### config.mk
export PLATFORM = sky130hd
export DESIGN_NAME = sevenseg_scan_driver
export DESIGN_NICKNAME = d
export VERILOG_FILES = /design/src/rtl/sevenseg_scan_driver.sv
export SDC_FILE = /design/constraint.sdc
export NUM_CORES = 1
export LEC_CHECK = 0
export CORE_MARGIN = 4
export CORE_UTILIZATION = 53
export DETAILED_ROUTE_END_ITERATION = 10
export DONT_BUFFER_PORTS = 1
export PLACE_DENSITY = 0.77
export SLEW_MARGIN = 10
export SYNTH_ARGS = -nofsm -noshare
export SYNTH_HDL_FRONTEND = slang
export SYNTH_SLANG_ARGS = --single-unit
### constraint.sdc
create_clock -name clk -period 5.15 [get_ports clk]
set_clock_uncertainty 0.1 [all_clocks]
set_input_delay 1.03 -clock clk [delete_from_list [all_inputs] [get_ports clk]]
set_output_delay 1.03 -clock clk [all_outputs]
set_load 0.05 [all_outputs]
### src/rtl/sevenseg_scan_driver.sv
// Time-multiplexed hex seven-segment scanner with a double-buffered value and frame-aligned commit.
// Optional blink blanking is compiled in with `define SEVENSEG_BLINK_EN.
`timescale 1ns/1ps
module sevenseg_scan_driver #(
  parameter int NDIGITS      = 8,
  parameter int CLKDIV       = 50000,
  parameter bit ACTIVE_LOW   = 1'b1,
  parameter int BLINK_FRAMES = 64,
  localparam int IW = (NDIGITS > 1) ? $clog2(NDIGITS) : 1
) (
  input  logic                   clk,
  input  logic                   reset,
  input  logic [4*NDIGITS-1:0]   value,
  input  logic                   load,
  output logic                   ready,
  input  logic                   lz_suppress,
  input  logic [NDIGITS-1:0]     blank_mask,
`ifdef SEVENSEG_BLINK_EN
  input  logic [NDIGITS-1:0]     blink_mask,
`endif
  output logic [6:0]             seg,
  output logic [NDIGITS-1:0]     an,
  output logic [IW-1:0]          digit_idx,
  output logic                   frame_end
);

  localparam int               PW      = $clog2(CLKDIV);
  localparam logic [PW-1:0]    PLAST   = PW'(CLKDIV - 1);
  localparam logic [IW-1:0]    ILAST   = IW'(NDIGITS - 1);
  localparam logic [6:0]       SEG_OFF = {7{ACTIVE_LOW}};
  localparam logic [NDIGITS-1:0] AN_OFF = {NDIGITS{ACTIVE_LOW}};

  logic [PW-1:0]          presc_q, presc_d;
  logic [IW-1:0]          cur_idx_q, cur_idx_d;
  logic [IW-1:0]          idx_q, idx_d;
  logic [6:0]             seg_q, seg_d;
  logic [NDIGITS-1:0]     an_q, an_d;
  logic                   frame_end_q, frame_end_d;
  logic [4*NDIGITS-1:0]   disp_q, disp_d;
  logic [4*NDIGITS-1:0]   pend_q, pend_d;
  logic                   pend_full_q, pend_full_d;

  logic                   tick;
  logic                   frame_tick;
  logic                   blink_blank;
  logic                   digit_blank;
  logic [3:0]             cur_nib;
  logic [6:0]             seg_low;
  logic [NDIGITS-1:0]     an_low;
  logic [NDIGITS-1:0]     upper_zero;

  // Active-low pattern, bit order {g,f,e,d,c,b,a}.
  function automatic logic [6:0] hex_to_seg(input logic [3:0] nib);
    logic [6:0] s;
    case (nib)
      4'h0: s = 7'b1000000;
      4'h1: s = 7'b1111001;
      4'h2: s = 7'b0100100;
      4'h3: s = 7'b0110000;
      4'h4: s = 7'b0011001;
      4'h5: s = 7'b0010010;
      4'h6: s = 7'b0000010;
      4'h7: s = 7'b1111000;
      4'h8: s = 7'b0000000;
      4'h9: s = 7'b0010000;
      4'hA: s = 7'b0001000;
      4'hB: s = 7'b0000011;
      4'hC: s = 7'b1000110;
      4'hD: s = 7'b0100001;
      4'hE: s = 7'b0000110;
      default: s = 7'b0001110;
    endcase
    return s;
  endfunction

  // upper_zero[i]: nibbles i..NDIGITS-1 of the shown value are all zero.
  genvar gi;
  generate
    for (gi = 0; gi < NDIGITS; gi++) begin : g_upper_zero
      assign upper_zero[gi] = (disp_q[4*NDIGITS-1:4*gi] == '0);
    end
  endgenerate

  assign tick       = (presc_q == PLAST);
  assign frame_tick = tick && (cur_idx_q == ILAST);
  assign cur_nib    = disp_q[{cur_idx_q, 2'b00} +: 4];

`ifdef SEVENSEG_BLINK_EN
  localparam int            BW    = (BLINK_FRAMES > 1) ? $clog2(BLINK_FRAMES) : 1;
  localparam logic [BW-1:0] BLAST = BW'(BLINK_FRAMES - 1);

  logic [BW-1:0] bcnt_q, bcnt_d;
  logic          bphase_q, bphase_d;

  always_comb begin
    bcnt_d   = bcnt_q;
    bphase_d = bphase_q;
    if (frame_tick) begin
      if (bcnt_q == BLAST) begin
        bcnt_d   = '0;
        bphase_d = ~bphase_q;
      end else begin
        bcnt_d = bcnt_q + 1'b1;
      end
    end
  end

  always_ff @(posedge clk or posedge reset) begin
    if (reset) begin
      bcnt_q   <= '0;
      bphase_q <= 1'b0;
    end else begin
      bcnt_q   <= bcnt_d;
      bphase_q <= bphase_d;
    end
  end

  assign blink_blank = bphase_q & blink_mask[cur_idx_q];
`else
  assign blink_blank = 1'b0;
`endif

  // Blanked digits keep their enable so every slot has the same duty.
  assign digit_blank = blank_mask[cur_idx_q]
                     | (lz_suppress && (cur_idx_q != '0) && upper_zero[cur_idx_q])
                     | blink_blank;
  assign seg_low = digit_blank ? 7'b1111111 : hex_to_seg(cur_nib);
  assign an_low  = ~(NDIGITS'(1) << cur_idx_q);

  always_comb begin
    presc_d     = tick ? '0 : presc_q + 1'b1;
    cur_idx_d   = cur_idx_q;
    idx_d       = idx_q;
    seg_d       = seg_q;
    an_d        = an_q;
    frame_end_d = 1'b0;
    disp_d      = disp_q;
    pend_d      = pend_q;
    pend_full_d = pend_full_q;

    if (tick) begin
      seg_d       = ACTIVE_LOW ? seg_low : ~seg_low;
      an_d        = ACTIVE_LOW ? an_low  : ~an_low;
      idx_d       = cur_idx_q;
      cur_idx_d   = (cur_idx_q == ILAST) ? '0 : cur_idx_q + 1'b1;
      frame_end_d = frame_tick;
    end

    // A load taken on the frame-end edge lands in pending (which was empty) and waits a frame.
    if (load && !pend_full_q) begin
      pend_d      = value;
      pend_full_d = 1'b1;
    end else if (frame_tick && pend_full_q) begin
      disp_d      = pend_q;
      pend_full_d = 1'b0;
    end
  end

  always_ff @(posedge clk or posedge reset) begin
    if (reset) begin
      presc_q     <= '0;
      cur_idx_q   <= '0;
      idx_q       <= '0;
      seg_q       <= SEG_OFF;
      an_q        <= AN_OFF;
      frame_end_q <= 1'b0;
      disp_q      <= '0;
      pend_q      <= '0;
      pend_full_q <= 1'b0;
    end else begin
      presc_q     <= presc_d;
      cur_idx_q   <= cur_idx_d;
      idx_q       <= idx_d;
      seg_q       <= seg_d;
      an_q        <= an_d;
      frame_end_q <= frame_end_d;
      disp_q      <= disp_d;
      pend_q      <= pend_d;
      pend_full_q <= pend_full_d;
    end
  end

  assign ready     = ~pend_full_q;
  assign seg       = seg_q;
  assign an        = an_q;
  assign digit_idx = idx_q;
  assign frame_end = frame_end_q;

endmodule

* After elaboration in Yosys (flattened, before gate mapping)
Memories as Yosys holds them, arrays and structs flattened.
Index checks and enable logic that the tools add are counted.
W data, S select, Z words.
** Word-level totals
- Memories :: 1
- Bits of input ports :: 44
- Memory bits (read-only) :: 112
- Logic and storage cells :: 48
- Output and inout port bits :: 20
- Flip-flop bits (word level) :: 103
** Memory list
- (no name shown) :: depth 16, bits a word 7, rd ports 1, clocked after memory_dff 0, write ports 0, RTL line 55 : case (nib)
** Operators by class
- Reductions and logical operators :: 17
- Shifts and indexed selects :: 2
- Magnitude comparators :: 1
- Bitwise gates (word level) :: 4
- Add/subtract/negate cells :: 2
- Mux-type cells :: 10
- Equal/unequal tests :: 2
** Operators with widths (number)
- $logic_not A32 Y1 :: 1
- $shiftx A32 B6 Y4 :: 1
- $logic_not A28 Y1 :: 1
- $logic_not A24 Y1 :: 1
- $logic_not A20 Y1 :: 1
- $add A16 B1 Y16 const B :: 1
- $eq A16 B16 Y1 const B :: 1
- $logic_not A16 Y1 :: 1
- $mux W16 :: 1
- $logic_not A12 Y1 :: 1
- $logic_not A8 Y1 :: 1
- $not A8 Y8 :: 1
- $shl A1 B3 Y8 const A :: 1
- $mux W7 :: 1
- $bmux W1 S3 :: 2
- $logic_and A1 B1 Y1 :: 5
- $mux W1 :: 5
- $logic_not A4 Y1 :: 1
- $lt A3 B4 Y1 const B :: 1
- $add A3 B1 Y3 const B :: 1
- $eq A3 B3 Y1 const B :: 1
- $mux W3 :: 1
- $reduce_bool A3 Y1 :: 1
- $not A1 Y1 :: 2
- 4 further kinds :: 4

* Longest topological paths before layout
Gate-level depths: netlist of run 1.
- Depth after elaboration :: 6
- Depth in mapped cells :: 9
- Gate-level depth less buffers :: 8

* Worst setup path after synthesis of run 1
OpenSTA, ideal clock, no wires.
- Kind :: input port to flip-flop
- From :: in lz_suppress
- To :: reg seg_q[0], in the netlist seg[0]
- Buffers on the path :: 0
- Path slack :: 2554 ps
- Required time :: 4988 ps
- Arrival :: 2435 ps
- Cell stages on the path :: 6
- Library setup time :: 62 ps
- Cell sequence :: or4b_1 nor3_1 nand3_1 or4_1 nand3_2 o32a_1
** Between the ends
- Longest elaborated chain between the ends :: 4
** Ends and longest elaborated chain
- from (decl) :: RTL line 16 : input logic lz_suppress,
- $logic_and A1 B1 Y1 (2 in a row) :: RTL line 125 : | (lz_suppress && (cur_idx_q != '0) && upper_zero[cur_idx_q])
- $or A1 B1 Y1 :: RTL line 125
- $mux W7 :: RTL line 127 : assign seg_low = digit_blank ? 7'b1111111 : hex_to_seg(cur_nib);
- to (signal assigned) :: RTL line 174 : seg_q <= seg_d;
- to (decl) :: RTL line 36 : logic [6:0] seg_q, seg_d;
No other way between the ends.
A chain may end at the register's enable or synchronous reset.

* Final worst setup path of run 1
- From :: reg cur_idx_q[1]
- To :: reg seg_q[0], in the netlist seg[0]
** Between the ends
- Longest elaborated chain between the ends :: 5
- Elaborated cells between the ends (all ways) :: 11
- Those cells by class :: 1 x shift; 5 x mux; 1 x bitwise; 3 x reduce/logical; 1 x memory
** Ends and longest elaborated chain
- from (decl) :: RTL line 34 : logic [IW-1:0] cur_idx_q, cur_idx_d;
- from (signal assigned) :: RTL line 172 : cur_idx_q <= cur_idx_d;
- branches (longest 4 deep; another with $mem_v2 Z16 W7)
- $mux W7 * :: RTL line 127
Mark *: on every way between the ends. The select of a mux whose other input is x is not followed.

==> out/results.tsv, run 1 <==
metric	value	unit
gp_congestion	0.879	
wl_per_cell	18.7	microns
peakVddDrop	0.159	mV
drc	0	
ys_ff_latch	103	
path_clk_slew	0.11	ns
min_period_over_period	0.559	
max_freq	347	MHz
die_area	0.0104	sq mm
grt_overflow_total	0	
layout_min_cycle_time	2.88	ns
wl	8760	microns
synth_cells	354	
die_w	102	microns
p_seq_frac	0.591	
rows	34	
nNetsFinal	410	
numCtsBuffers	9	
maxCapViolations	0	
slew_viol_final	0	
hold_violations	0	
grt_pass1_vias	2857	
yosys_warnings	0	
core_area	0.00864	sq mm
swShare	0.238	
syn_nets	411	
critical_path_class	reg -> reg	
io_buffers	0	
die_h	102	microns
drive_gt1_frac	0.324	
p_leak	0.00225	uW
clkPwrFrac	0.376	
worstMarginPinSlew	0.828	ns
arrival	3.09	ns
finalPower	1460	uW
end_kind	flop	
setup_ws	2.27	ns
power_frac_comb	0.033	
crit_fanout	15	
synth.avg_cell_area	13.2	sq um
cts.sinks	103	
max_slew_margin	0.448	
clk_latency	0.37	ns
ys.flop_type	dfrtp_1	
synth_edf_count	0	
cp.required	5.36	ns
hold_buffers	0	
post_cts_buffers	0	
status	finished, final reports clean	
via_per_inst	5.87	
n_fill_cell	697	
num_io_pins	64	
synth_cell_types	48	
hp-class	reg -> reg	
grt_usage	0.180	
p_int	1110	uW
setup_viol	0	
drtPass1Iterations	4	
p_per_area	291	mW/mm^2
start_util	0.542	
syn_area	0.00468	sq mm
rsz0062_at_grt	no	
power.switching	347	uW
grt_max_degree	72	
ys_seq_area_frac	0.555	
start_kind	flop	
pre_cts_ws	2.39	ns
synthArstFlopShare	1.00	
clk_path_buf_depth	2	
area_growth	6.84	%
cts_max_level	3	
antenna_left	0	
grt_pass1_wl	14400	microns
hpwl	6460	microns
cts_root_buffer	clkbuf_8	
first_iter_violations	117	
cts_resized	0	
vias	2747	
cts_tree	built	
antenna_found_initial	4	
setup_tns	0	ns
## registers in the layout, indices dropped and copies added (netlist names)
register and cells:
cur_idx_q 3, presc_q 16, pend_full_q 1, frame_end 1, seg 7, digit_idx 3, disp_q 32, an 8
pend_q 32
## power groups by stage
stage	Clock [uW]	Sequential, uW	Combinational, uW
6_report	547	860	48.5
5_1_grt	591	865	56.0
4_1_cts	558	861	50.3
3_5_place_dp	0	876	50.3
3_3_place_gp	0	875	48.0
2_1_floorplan	0	867	42.4
## cell usage after synthesis, types with 2 or more instances
| cell type | n | share of area |
|---|---|---|
| buf_1 | 6 | 0.0048 |
| nor2_1 | 23 | 0.018 |
| xnor2_1 | 5 | 0.0094 |
| mux2_2 | 65 | 0.16 |
| o21ai_0 | 13 | 0.014 |
| nor2b_1 | 3 | 0.0040 |
| nand4_1 | 4 | 0.0053 |
| xor2_1 | 8 | 0.015 |
| and3_1 | 3 | 0.0040 |
| dfrtp_1 | 88 | 0.47 |
| nand3_1 | 6 | 0.0064 |
| clkbuf_1 | 4 | 0.0032 |
| a41oi_1 | 2 | 0.0037 |
| buf_2 | 3 | 0.0032 |
| mux4_1 | 2 | 0.011 |
| a22o_1 | 2 | 0.0037 |
| a21oi_1 | 4 | 0.0043 |
| or3_1 | 2 | 0.0027 |
| mux2_4 | 2 | 0.0064 |
| ha_1 | 13 | 0.035 |
| o22a_1 | 5 | 0.0094 |
| and2_1 | 3 | 0.0040 |
| a31oi_1 | 6 | 0.0080 |
| dfstp_2 | 15 | 0.084 |
| nand2_1 | 18 | 0.014 |
| mux4_2 | 8 | 0.038 |
| nor3_1 | 2 | 0.0021 |
| o21a_1 | 3 | 0.0048 |
| nand2b_1 | 2 | 0.0027 |
| nor4_1 | 8 | 0.011 |
| inv_1 | 9 | 0.0072 |
## kinds of logic (layout without fill, tap and decap cells)
group / Yosys count / count (layout) / share of synthesized area
muxes: 79 / 79 / 0.218
other: 0 / 2 / 0
and+or+nand+nor: 81 / 81 / 0.0885
xor gates and xnor gates: 13 / 13 / 0.0243
adders and majority gates: 13 / 13 / 0.0348
DFF: 103 / 103 / 0.555
buffers and inverters: 25 / 29 / 0.0233
AOI/OAI and AO/OA: 40 / 40 / 0.0569
## worst max-delay path, cell delays in order, from the launching register on
cell and delay [ns]:
dfrtp_1 0.77, inv_1 0.26, ha_1 0.27, nor2b_1 0.16
nor3_1 0.32, nand3_1 0.11, or4_1 0.48, nand3_2 0.16
o32a_1 0.17
## layout make-up
class / count / area [sq um] / area share
tap: 108 / 135 / 0.0270
multi-input combinational: 226 / 1980 / 0.396
timing repair buffer: 3 / 22.5 / 0.00450
inverter: 10 / 40.0 / 0.00801
sequential: 103 / 2600 / 0.519
clock inverter: 7 / 100 / 0.0200
clock buffer: 9 / 124 / 0.0248
antenna: 2 / 5.00 / 0.00100
## per-layer routing
metal | part of all wire | global-route usage
met1 | 0.42 | 0.229
met2 | 0.48 | 0.285
met3 | 0.078 | 0.0771
met4 | 0.013 | 0.0484
met5 | 0.0024 | 0
## path summary, 6_finish.rpt
| kind | from | end | slack (ns) | cells past startpoint |
|---|---|---|---|---|
| setup / recovery | cur_idx_q[1] | seg[0] | 2.27 | 8 |
| hold / removal | pend_q[11] | disp_q[11] | 0.41 | 1 |
| setup reg to reg | cur_idx_q[1] | seg[0] | 2.27 | 8 |
| hold reg to reg | pend_q[11] | disp_q[11] | 0.41 | 1 |
| max in group asynchronous | reset | disp_q[21] | 3.43 | 2 |
| min in group asynchronous | reset | presc_q[1] | 0.58 | 1 |
## stage by stage
step                      cell area [sq um]   util  cells  hold WS (ns)
after detailed placement               4770  0.553    450         0.393
after global placement                 4770  0.553    450         0.379
after floorplan                        4680      -    354         0.355
after CTS                              5000  0.579    466         0.414
after global routing                   5000  0.579    467         0.421
final                                  5000  0.579    468         0.414
## cells in the final DEF, fill, tap and decap left out, types with 3 or more instances in the layout
cell	n
and2_1	3
dfrtp_1	88
mux4_2	8
o21a_1	3
nand4_1	4
dfstp_2	15
clkbuf_8	9
inv_6	3
nor2_1	23
buf_4	3
and3_1	3
nor4_1	8
xnor2_1	5
ha_1	13
a31oi_1	6
o21ai_0	13
o22a_1	5
inv_1	8
nand3_1	6
xor2_1	8
a21oi_1	4
mux2_2	65
nand2_1	18
No activity file was read; power rests on OpenSTA's default activity.
==> inputs of run 2 (changes only) <==
==> constraint.sdc (replaced) <==
create_clock -name clk -period 2.9 [get_ports clk]
set_clock_uncertainty 0.1 [all_clocks]
set_input_delay 0.58 -clock clk [delete_from_list [all_inputs] [get_ports clk]]
set_output_delay 0.58 -clock clk [all_outputs]
set_load 0.05 [all_outputs]
==> out/results.tsv, run 2 (same netlist as run 1, synthesis figures left out) <==
metric	value	unit	change
max_slew_margin	0.637		was 0.448
max_freq	388	MHz	was 347 MHz
end_kind	flop		unchanged
first_iter_violations	187		was 117
maxCapViolations	0		unchanged
r2r_start	cur_idx_q[1]		unchanged
critPathMaxStageDelay	0.61	ns	was 0.77 ns
place_area	0.00483	sq mm	was 0.00477 sq mm
wl	9020	microns	was 8760 microns
layout_commonest_cell	dfrtp_1		unchanged
nNetsFinal	416		was 410
start_util	0.542		unchanged
multi_input_area	0.00198	sq mm	unchanged
clk_latency	0.36	ns	was 0.37 ns
crit_fanout	10		was 15
grt_overflow_total	0		unchanged
hp-class	in -> async		was reg -> reg
status	finished, final reports clean		unchanged
stdcell_area	0.00500	sq mm	about the same
num_io_pins	64		unchanged
grt_pass1_wl	15400	microns	was 14400 microns
die_h	102	microns	unchanged
n_fill_cell	690		was 697
antenna_left	0		unchanged
p_leak	0.00225	uW	about the same
drive_gt1_frac	0.331		was 0.324
power_frac_comb	0.037		was 0.033
crit_chain	mux4_2, mux2i_2, inv_1, ha_1, nand2_1, o21a_1, o21ai_0, o22a_1		was inv_1, ha_1, nor2b_1, nor3_1, nand3_1, or4_1, nand3_2, o32a_1
final_cell_mix	dfrtp_1, mux2_2, nor2_1		unchanged
hpwl	6690	microns	was 6460 microns
cp_num_cells	8		unchanged
peakVddDrop	0.323	mV	was 0.159 mV
grt_usage	0.192		was 0.180
layout_min_cycle_time	2.58	ns	was 2.88 ns
cts.sinks	103		unchanged
slew_viol_final	0		unchanged
post_cts_buffers	0		unchanged
die_w	102	microns	unchanged
power.switching	562	uW	was 347 uW
hold_violations	0		unchanged
critPathTopFamily	multiplexers		was simple AND/OR/NAND/NOR gates
die_area	0.0104	sq mm	unchanged
p_per_area	484	mW/mm^2	was 291 mW/mm^2
cts_tree	built		unchanged
grt_pass1_vias	2946		was 2857
numCtsBuffers	9		unchanged
hold_buffers	0		unchanged
crit_buf_inv	1		unchanged
ff2ff_path_depth	8		unchanged
cp_slowest_cell	dfrtp_1		unchanged
rsz0062_at_grt	no		unchanged
setup_viol	0		unchanged
path_clk_slew	0.10	ns	was 0.11 ns
cp-endpoint	seg[6]		was seg[0]
critical_path_class	reg -> reg		unchanged
clk_path_buf_depth	2		unchanged
vias	2779		was 2747
drc	0		unchanged
wl_per_cell	19.1	microns	was 18.7 microns
setup_tns	0	ns	unchanged
clkPwrFrac	0.333		was 0.376
cp.required	3.09	ns	was 5.36 ns
io_buffers	0		unchanged
arrival	2.77	ns	was 3.09 ns
r2r_end	seg[6]		was seg[0]
largestRegisters	disp_q: 32 flops, pend_q: 32 flops, presc_q: 16 flops		unchanged
min_period_over_period	0.888		was 0.559
regArea	0.00260	sq mm	unchanged
rows	34		unchanged
rrSetupSlack	0.32	ns	was 2.27 ns
antenna_found_initial	2		was 4
start_kind	flop		unchanged
startpoint	cur_idx_q[1]		unchanged
cts_max_level	3		unchanged
grt_max_degree	104		was 72
drtPass1Iterations	4		unchanged
gp_congestion	0.908		was 0.879
area_growth	6.92	%	was 6.84%
cts_root_buffer	clkbuf_8		unchanged
via_per_inst	5.88		was 5.87
core_area	0.00864	sq mm	unchanged
cts_resized	0		unchanged
p_int	1860	uW	was 1110 uW
swShare	0.232		was 0.238
p_seq_frac	0.631		was 0.591
worstMarginPinSlew	0.540	ns	was 0.828 ns
run 2: power by group through the flow:
stage                     logic (uW)  registers [uW]  clock network (uW)
after detailed placement        92.4            1560                   0
after floorplan                 75.6            1540                   0
after CTS                       92.7            1530                 838
after global routing             102            1530                 896
final                           89.0            1530                 806
after global placement          87.2            1550                   0
run 2: worst min path at each step:
stage               start            to  slack, ns  cells past startpoint
2_1_floorplan  presc_q[0]    presc_q[0]       0.35                      1
3_3_place_gp   presc_q[0]    presc_q[0]       0.37                      1
3_5_place_dp   presc_q[0]    presc_q[0]       0.39                      1
4_1_cts             reset  digit_idx[2]       0.14                      2
5_1_grt             reset    pend_q[21]       0.15                      2
6_report            reset    pend_q[21]       0.11                      2
run 2: layer usage:
| layer | vias up | share of wire | wire length (microns) | global-route usage |
|---|---|---|---|---|
| li1 | 1284 | - | - | - |
| met1 | 1383 | 0.42 | 3810 | 0.257 |
| met2 | 86 | 0.49 | 4380 | 0.297 |
| met3 | 22 | 0.071 | 641 | 0.0669 |
| met4 | 4 | 0.018 | 161 | 0.0646 |
| met5 | - | 0.0030 | 27 | 0 |
run 2: metrics by stage:
step	power, uW	hold slack [ns]	cells	setup WS [ns]	util
detailed placement	1650	0.386	456	0.337	0.559
global placement	1640	0.374	456	0.470	0.559
floorplan	1620	0.355	354	0.514	-
finish	2420	0.106	473	0.324	0.580
global route	2530	0.152	471	0.148	0.579
CTS	2460	0.140	471	0.315	0.579
run 2: cell type report:
class,count,share of cell area
clock inverters,5,0.00825
multi-input cells,226,0.395
flip-flops and latches,103,0.519
repair buffers,9,0.0160
inverters,10,0.00825
clock buffers,10,0.0255
diodes,2,0.00100
well taps,108,0.0270
==> inputs of run 3 (changes only) <==
--- a/config.mk
+++ b/config.mk
@@ -9,7 +9,8 @@
 export CORE_UTILIZATION = 53
 export DETAILED_ROUTE_END_ITERATION = 10
 export DONT_BUFFER_PORTS = 1
-export PLACE_DENSITY = 0.77
+export GPL_ROUTABILITY_DRIVEN = 0
+export PLACE_DENSITY = 0.79
 export SLEW_MARGIN = 10
 export SYNTH_ARGS = -nofsm -noshare
 export SYNTH_HDL_FRONTEND = slang
==> out/results.tsv, run 3 (same netlist as run 1, synthesis figures left out) <==
metric	value	unit	change
start_kind	flop		unchanged
rsz0062_at_grt	no		unchanged
rrSetupSlack	0.32	ns	about the same
grt_max_degree	58		was 104
cts.sinks	103		unchanged
slew_viol_final	0		unchanged
place_inst	457		was 456
critical_path_class	reg -> reg		unchanged
largestRegisters	disp_q: 32 flops, pend_q: 32 flops, presc_q: 16 flops		unchanged
p_leak	0.00227	uW	was 0.00225 uW
hold_buffers	0		unchanged
cp.required	3.10	ns	was 3.09 ns
num_io_pins	64		unchanged
drc	0		unchanged
cts_root_buffer	clkbuf_8		unchanged
final_cell_mix	dfrtp_1, mux2_2, nor2_1		unchanged
p_per_area	500	mW/mm^2	was 484 mW/mm^2
grt_pass1_vias	2954		was 2946
hold_violations	0		unchanged
power_frac_comb	0.036		was 0.037
first_iter_violations	129		was 187
p_int	1960	uW	was 1860 uW
die_h	102	microns	unchanged
vias	2796		was 2779
antenna_found_initial	1		was 2
maxCapViolations	0		unchanged
finalPower	2520	uW	was 2420 uW
clkPwrFrac	0.358		was 0.333
wl_per_cell	18.9	microns	was 19.1 microns
grt_usage	0.185		was 0.192
power.switching	567	uW	was 562 uW
layout_min_cycle_time	2.58	ns	about the same
ff2ff_path_depth	8		unchanged
io_buffers	0		unchanged
drive_gt1_frac	0.334		was 0.331
path_clk_slew	0.10	ns	about the same
hpwl	6730	microns	was 6690 microns
wl	8960	microns	was 9020 microns
arrival	2.78	ns	was 2.77 ns
max_slew_margin	0.569		was 0.637
end_kind	flop		unchanged
setup_viol	0		unchanged
r2r_start	cur_idx_q[1]		unchanged
clk_latency	0.37	ns	was 0.36 ns
worstMarginPinSlew	0.646	ns	was 0.540 ns
setup_tns	0	ns	unchanged
rows	34		unchanged
via_per_inst	5.90		was 5.88
die_w	102	microns	unchanged
grt_pass1_wl	14900	microns	was 15400 microns
cts_resized	0		unchanged
status	finished, final reports clean		unchanged
nNetsFinal	417		was 416
grt_overflow_total	0		unchanged
cts_tree	built		unchanged
area_growth	7.73	%	was 6.92%
r2r_end	seg[0]		was seg[6]
peakVddDrop	0.300	mV	was 0.323 mV
instances_no_fill	474		was 473
p_seq_frac	0.605		was 0.631
antenna_left	0		unchanged
crit_fanout	10		unchanged
clk_path_buf_depth	2		unchanged
swShare	0.225		was 0.232
utilization	0.584		was 0.580
start_util	0.542		unchanged
drtPass1Iterations	4		unchanged
cts_max_level	3		unchanged
numCtsBuffers	9		unchanged
max_freq	387	MHz	was 388 MHz
core_area	0.00864	sq mm	unchanged
post_cts_buffers	0		unchanged
die_area	0.0104	sq mm	unchanged
min_period_over_period	0.891		was 0.888
hp-class	in -> async		unchanged
layout_commonest_cell	dfrtp_1		unchanged
==> run 3: cell types whose count changed in the layout (fill, tap and decap cells not counted) <==
cell and delta:
inv_6 +3, inv_8 -1, diode_2 -1, bufinv_16 +1
clkinvlp_4 -1, clkinv_2 -1, buf_4 +1
==> run 3: area by class of cell <==
type                            count  area (sq um)
Multi-Input combinational cell    226          1980
Timing Repair Buffer               10          87.6
Tap cell                          108           135
Antenna cell                        1          2.50
Fill cell                         679          3590
Inverter                           10          41.3
Clock buffer                       10           128
Sequential cell                   103          2600
Clock inverter                      6          73.8
==> run 3: worst max-delay path, stage by stage (launching register included) <==
cell and delay [ns]:
dfrtp_1 0.61, inv_1 0.22, ha_1 0.25, nor2b_1 0.15, nor3_1 0.30, nand3_1 0.11, or4_1 0.47, nand3_2 0.16
o32a_1 0.17
==> run 3: metal layers <==
| layer | GRT usage | share of wire |
|---|---|---|
| met5 | 0 | 0 |
| met4 | 0.0575 | 0.012 |
| met3 | 0.0526 | 0.062 |
| met2 | 0.308 | 0.51 |
| met1 | 0.236 | 0.41 |
==> run 3: worst max path at each step <==
stage             end  depth (start not counted)         start
2_1_floorplan  seg[0]                          7  cur_idx_q[1]
3_3_place_gp   seg[0]                          6  cur_idx_q[0]
3_5_place_dp   seg[6]                          8  cur_idx_q[1]
4_1_cts        seg[0]                          8  cur_idx_q[1]
5_1_grt        seg[6]                          8  cur_idx_q[1]
6_report       seg[0]                          8  cur_idx_q[1]
==> run 3: per-stage QoR <==
step | hold slack [ns] | setup WS, ns | instance area [sq um]
after floorplan | 0.355 | 0.514 | 4680
after global placement | 0.372 | 0.423 | 4840
after detailed placement | 0.375 | 0.353 | 4840
after CTS | 0.0589 | 0.310 | 5040
after global routing | 0.0856 | 0.118 | 5040
final | 0.0581 | 0.317 | 5040
==> run 3: power by group through the flow <==
stage / Combinational (uW) / Sequential [uW] / Clock, uW
2_1_floorplan: 75.6 / 1540 / 0
3_3_place_gp: 88.6 / 1550 / 0
3_5_place_dp: 94.1 / 1560 / 0
4_1_cts: 94.6 / 1530 / 938
5_1_grt: 105 / 1540 / 997
6_report: 91.5 / 1530 / 904
